<file path="config.mk">
export PLATFORM = sky130hd
export DESIGN_NAME = hazard_stall_controller
export DESIGN_NICKNAME = d
export VERILOG_FILES = /design/src/rtl/hazard_stall_controller.sv
export SDC_FILE = /design/constraint.sdc
export NUM_CORES = 1
export LEC_CHECK = 0
export ABC_AREA = 1
export CAP_MARGIN = 25
export CORE_MARGIN = 4
export CORE_UTILIZATION = 49
export CTS_BUF_LIST = sky130_fd_sc_hd__clkbuf_16
export DETAILED_ROUTE_END_ITERATION = 7
export GPL_TIMING_DRIVEN = 0
export PLACE_DENSITY = 0.85
export SETUP_SLACK_MARGIN = 0.4
export SLEW_MARGIN = 20
export SYNTH_ARGS = -nofsm -noshare
export SYNTH_HDL_FRONTEND = slang
export SYNTH_SLANG_ARGS = --single-unit
</file>
<file path="constraint.sdc">
create_clock -name clk -period 2.46 [get_ports clk]
set_clock_uncertainty 0.15 [all_clocks]
set_input_delay 0.492 -clock clk [delete_from_list [all_inputs] [get_ports clk]]
set_output_delay 0.492 -clock clk [all_outputs]
set_load 0.02 [all_outputs]
</file>
<file path="src/rtl/hazard_stall_controller.sv">
// Pipeline sequencing controller for the 5-stage RV32I core: load-use bubbles,
// memory-miss freezes and EX redirects (including redirects racing an I-fetch).
module hazard_stall_controller #(
  parameter int CNT_WIDTH = 32
) (
  input  logic                 clk,
  input  logic                 rst,
  input  logic [4:0]           ID_rs1_i,
  input  logic [4:0]           ID_rs2_i,
  input  logic                 ID_uses_rs1_i,
  input  logic                 ID_uses_rs2_i,
  input  logic [4:0]           ID_EX_rd_i,
  input  logic                 ID_EX_is_load_i,
  input  logic                 EX_redirect_i,
  input  logic [31:0]          EX_target_i,
  input  logic                 imem_req_i,
  input  logic                 imem_resp_i,
  input  logic                 dmem_req_i,
  input  logic                 dmem_resp_i,
  output logic                 pc_load_o,
  output logic                 IF_ID_load_o,
  output logic                 ID_EX_load_o,
  output logic                 EX_MEM_load_o,
  output logic                 MEM_WB_load_o,
  output logic                 IF_ID_flush_o,
  output logic                 ID_EX_flush_o,
  output logic                 pc_redirect_o,
  output logic [31:0]          pc_target_o,
  output logic [CNT_WIDTH-1:0] stall_cnt_o,
  output logic [CNT_WIDTH-1:0] flush_cnt_o
);

  typedef enum logic [1:0] {
    RUN        = 2'd0,
    MEM_WAIT   = 2'd1,
    FETCH_WAIT = 2'd2,
    FETCH_KILL = 2'd3
  } state_t;

  state_t               state_r;
  state_t               state_nxt_s;
  logic [31:0]          tgt_r;
  logic [31:0]          tgt_nxt_s;
  logic [CNT_WIDTH-1:0] stall_cnt_r;
  logic [CNT_WIDTH-1:0] flush_cnt_r;

  logic mem_stall_s;
  logic fetch_stall_s;
  logic load_use_s;
  logic rs1_hit_s;
  logic rs2_hit_s;
  logic flush_inc_s;

  logic        pc_load_s;
  logic        if_id_load_s;
  logic        id_ex_load_s;
  logic        ex_mem_load_s;
  logic        mem_wb_load_s;
  logic        if_id_flush_s;
  logic        id_ex_flush_s;
  logic        pc_redirect_s;
  logic [31:0] pc_target_s;

  // Counters stick at all-ones so long runs never wrap back to small values.
  function automatic logic [CNT_WIDTH-1:0] sat_inc(
    input logic [CNT_WIDTH-1:0] value,
    input logic                 en
  );
    logic [CNT_WIDTH-1:0] result;
    if (en && !(&value)) begin
      result = value + {{(CNT_WIDTH-1){1'b0}}, 1'b1};
    end else begin
      result = value;
    end
    return result;
  endfunction

  assign mem_stall_s   = dmem_req_i & ~dmem_resp_i;
  assign fetch_stall_s = imem_req_i & ~imem_resp_i;
  assign rs1_hit_s     = ID_uses_rs1_i & (ID_EX_rd_i == ID_rs1_i);
  assign rs2_hit_s     = ID_uses_rs2_i & (ID_EX_rd_i == ID_rs2_i);
  assign load_use_s    = ID_EX_is_load_i & (|ID_EX_rd_i) & (rs1_hit_s | rs2_hit_s);

  // Prioritised stage-enable, flush and next-state decode for the current cycle.
  always_comb begin
    pc_load_s     = 1'b1;
    if_id_load_s  = 1'b1;
    id_ex_load_s  = 1'b1;
    ex_mem_load_s = 1'b1;
    mem_wb_load_s = 1'b1;
    if_id_flush_s = 1'b0;
    id_ex_flush_s = 1'b0;
    pc_redirect_s = 1'b0;
    pc_target_s   = EX_target_i;
    state_nxt_s   = state_r;
    tgt_nxt_s     = tgt_r;
    flush_inc_s   = 1'b0;

    if (!rst) begin
      pc_load_s     = 1'b0;
      if_id_load_s  = 1'b0;
      id_ex_load_s  = 1'b0;
      ex_mem_load_s = 1'b0;
      mem_wb_load_s = 1'b0;
      pc_target_s   = 32'd0;
      state_nxt_s   = RUN;
    end else if (mem_stall_s) begin
      // EX is frozen, so a pending redirect or load-use simply waits it out.
      pc_load_s     = 1'b0;
      if_id_load_s  = 1'b0;
      id_ex_load_s  = 1'b0;
      ex_mem_load_s = 1'b0;
      mem_wb_load_s = 1'b0;
      if ((state_r == FETCH_WAIT) || (state_r == FETCH_KILL)) begin
        state_nxt_s = state_r;
      end else begin
        state_nxt_s = MEM_WAIT;
      end
    end else if (state_r == FETCH_KILL) begin
      id_ex_flush_s = 1'b1;
      if (imem_resp_i) begin
        pc_load_s     = 1'b1;
        if_id_load_s  = 1'b1;
        pc_redirect_s = 1'b1;
        pc_target_s   = tgt_r;
        if_id_flush_s = 1'b1;
        flush_inc_s   = 1'b1;
        state_nxt_s   = RUN;
      end else begin
        pc_load_s     = 1'b0;
        if_id_load_s  = 1'b0;
        state_nxt_s   = FETCH_KILL;
      end
    end else if (EX_redirect_i && fetch_stall_s) begin
      // The in-flight fetch is on the wrong path; park the target until it lands.
      tgt_nxt_s     = EX_target_i;
      pc_load_s     = 1'b0;
      if_id_load_s  = 1'b0;
      id_ex_flush_s = 1'b1;
      state_nxt_s   = FETCH_KILL;
    end else if (EX_redirect_i) begin
      pc_redirect_s = 1'b1;
      if_id_flush_s = 1'b1;
      id_ex_flush_s = 1'b1;
      flush_inc_s   = 1'b1;
      state_nxt_s   = RUN;
    end else if (load_use_s || fetch_stall_s) begin
      pc_load_s     = 1'b0;
      if_id_load_s  = 1'b0;
      id_ex_flush_s = 1'b1;
      if (fetch_stall_s) begin
        state_nxt_s = FETCH_WAIT;
      end else begin
        state_nxt_s = RUN;
      end
    end else begin
      state_nxt_s = RUN;
    end
  end

  // State, parked redirect target and performance counters.
  always_ff @(posedge clk or negedge rst) begin
    if (!rst) begin
      state_r     <= RUN;
      tgt_r       <= 32'd0;
      stall_cnt_r <= {CNT_WIDTH{1'b0}};
      flush_cnt_r <= {CNT_WIDTH{1'b0}};
    end else begin
      state_r     <= state_nxt_s;
      tgt_r       <= tgt_nxt_s;
      stall_cnt_r <= sat_inc(stall_cnt_r, ~pc_load_s);
      flush_cnt_r <= sat_inc(flush_cnt_r, flush_inc_s);
    end
  end

  assign pc_load_o     = pc_load_s;
  assign IF_ID_load_o  = if_id_load_s;
  assign ID_EX_load_o  = id_ex_load_s;
  assign EX_MEM_load_o = ex_mem_load_s;
  assign MEM_WB_load_o = mem_wb_load_s;
  assign IF_ID_flush_o = if_id_flush_s;
  assign ID_EX_flush_o = id_ex_flush_s;
  assign pc_redirect_o = pc_redirect_s;
  assign pc_target_o   = pc_target_s;
  assign stall_cnt_o   = stall_cnt_r;
  assign flush_cnt_o   = flush_cnt_r;

endmodule

</file>
==> results.cfg <==
[routing]
ant_nets = 0
vias = 6937
routed_wl_um = 22700
dr.pass1.iters = 5
wl_per_cell_um = 18.4
drt_iter0_drc = 717
vias_per_cell = 5.62
drc = 0

[pwr]
p_int_w = 0.00339
powerDensity_nw_per_um2 = 509
p_leak_nw = 5.09
ir_worst_vdd_mv = 0.720
p_clk_frac = 0.300
seqPwrFrac = 0.415
pwr-share-comb = 0.285
power.switching_w = 0.00172
switching_share = 0.336

[sta]
hold-worst-slack_ps = 42.2
maxSlewViolCount = 0
timing.final.ws_setup_ps = 26.9
clock.fmax_ghz = 0.411
fin_crit_ps = 2430
finalHoldViolations = 0
relSlewSlack = 0.610
tightestPinTransition_ps = 583
min_period_over_period = 0.989
setup_violations = 0
rsz0062_at_grt = yes
tns_ps = 0

[final_layout]
final_util = 0.835
final_cell_mix = nand2_1, dfrtp_1, inv_1, nor2_1, buf_6
drive_above_1_share = 0.280
syn2layout_area_growth_pct = 67.0
fin_area_um2 = 10000
n_antenna_cell = 0
nets = 1143
final_common_cell = nand2_1

[placed_design]
place_area_um2 = 8120
io_buffers = 160
dp_slack_ps = -944
gp_congestion = 0.985
hpwl_um = 13000

[die]
core_um2 = 12000
start_util = 0.500
ioPinCount = 161
die_area_um2 = 14100
fp.dieW_um = 119
die_y_um = 119
num_rows = 40

[grt]
grt_max_degree = 43
grt_pass1_wl_um = 32400
global_route.usage.total = 0.283
antenna_found_initial = 0
grt_pass1_vias = 6450
grt_overflow_total = 0

[worst_setup_path]
setup.worst_path.class = in -> out
r2r_start = state_r[1]$_DFFE_PN0P_
reg2reg_depth = 15
cp.arrival_ps = 1790
r2r_end = flush_cnt_o[21]$_DFFE_PN0P_
start_kind = input port
path_max_fanout = 5
reg2reg_slack_ps = 200
crit_path_end_kind = output port
worstPathRequired_ps = 1820

[outcome]
status = complete, no violations

[yosys]
synth_warnings = 0
ys_seq_area_frac = 0.408
ys_ff_latch = 98
avgSynthCellArea_um2 = 6.98
yosysUniqueCellTypes = 26
synth_area_um2 = 6010
synth-edff-count = 0
synthArstFlopShare = 1.00
synth_ff_type = dfrtp_1
syn-num-nets = 920
syn_inst = 861

[clocking]
clock-sinks = 98
cts_tree = done
clockBufferDepth = 2
cts.htree.levels = 3
cts_buffers = 9
clk_pin_slew_ps = 60
clk_latency_ps = 360
clockRootBuffer = clkbuf_16

[min_path]
hold_path_class = in -> async

[flow_run]
drv_cap = 0
## power groups by stage
| stage | Clock [W] | Sequential (W) | Combinational, W |
|---|---|---|---|
| 6_report | 0.00153 | 0.00212 | 0.00146 |
| 2_1_floorplan | 0 | 0.00212 | 0.000525 |
| 5_1_grt | 0.00160 | 0.00213 | 0.00156 |
| 4_1_cts | 0.00153 | 0.00207 | 0.00121 |
| 3_3_place_gp | 0 | 0.00205 | 0.00112 |
| 3_5_place_dp | 0 | 0.00205 | 0.00115 |
## area by class of cell
type | instances | area (um^2)
Timing Repair Buffer | 210 | 2230
Fill cell | 691 | 1980
Clock buffer | 9 | 225
Buffer | 35 | 429
Timing Repair inverter | 2 | 32.5
Clock inverter | 6 | 90.1
Multi-Input combinational cell | 635 | 4000
Sequential cell | 98 | 2450
Tap cell | 147 | 184
Inverter | 93 | 389
## synthesized netlist by cell type, types with 2 or more instances
master    count  area, um^2
ha_1          2        25.0
nor2_1       93         349
nor3_2        2        20.0
nor4_1        2        12.5
inv_2         2        7.51
nand4_1      39         244
nand2_1     287        1080
dfrtp_1      98        2450
nor3_1       18        90.1
clkbuf_1     19        71.3
inv_1        90         338
xor2_1       28         245
o21ai_0      72         360
a21oi_1      33         165
xnor2_1      25         219
nand3b_1      5        37.5
nand3_1      19        95.1
buf_2         5        25.0
buf_4         9        67.6
nor2_2        4        25.0
nand3_2       4        40.0
## how the worst max path moves through the flow
| stage | depth (start not counted) | to | from | slack (ps) |
|---|---|---|---|---|
| after detailed placement | 13 | pc_load_o | ID_EX_rd_i[1] | -940 |
| after CTS | 8 | pc_target_o[17] | state_r[0]$_DFFE_PN0P_ | 70 |
| after global placement | 8 | pc_load_o | rst | -4520 |
| after global routing | 8 | pc_target_o[19] | state_r[1]$_DFFE_PN0P_ | -30 |
| final | 8 | pc_target_o[19] | dmem_resp_i | 30 |
| after floorplan | 9 | pc_load_o | dmem_req_i | 320 |
## state kept, by name, summed over array words and instances, names as in the netlist
| signal | flops |
|---|---|
| stall_cnt_o | 32 |
| flush_cnt_o | 32 |
| tgt_r | 32 |
| state_r | 2 |
## layer usage
metal  wire length, um  global-route usage  vias to the layer above
met5                 0                   0                        -
met4               831               0.120                        0
met3              1610              0.0507                       90
met2             11300               0.464                      381
met1              8990               0.367                     3272
li1                  -                   -                     3194
## critical path, stage by stage
cell             delay [ps]
clkdlybuf4s15_1         230
nor2_4                   80
nor3_4                  230
buf_6                   180
clkinv_8                 90
buf_8                   150
a21oi_2                 160
buf_2                   180
## logic make-up after synthesis
logic type,synth area share
flip-flops,0.408
buffers and inverters,0.0879
AO/OA/AOI/OAI,0.0890
AND/OR/NAND/NOR,0.333
adder cells (fa/ha/maj),0.00417
XOR/XNOR,0.0773
## stage by stage
stage	cells	total power [W]
floorplan	861	0.00264
global placement	1168	0.00317
detailed placement	1169	0.00320
CTS	1218	0.00481
global route	1235	0.00530
finish	1235	0.00510
## timing repair
action                                 in CTS  in global routing
gates cloned                               15                  1
setup endpoints to repair                 165                149
pin swaps                                  38                 39
endpoints found under the hold margin      24                  0
buffers inserted                           16                 16
hold buffers                                3                  0
resized for setup                         462                190
Power figures use the tool's default switching activity.
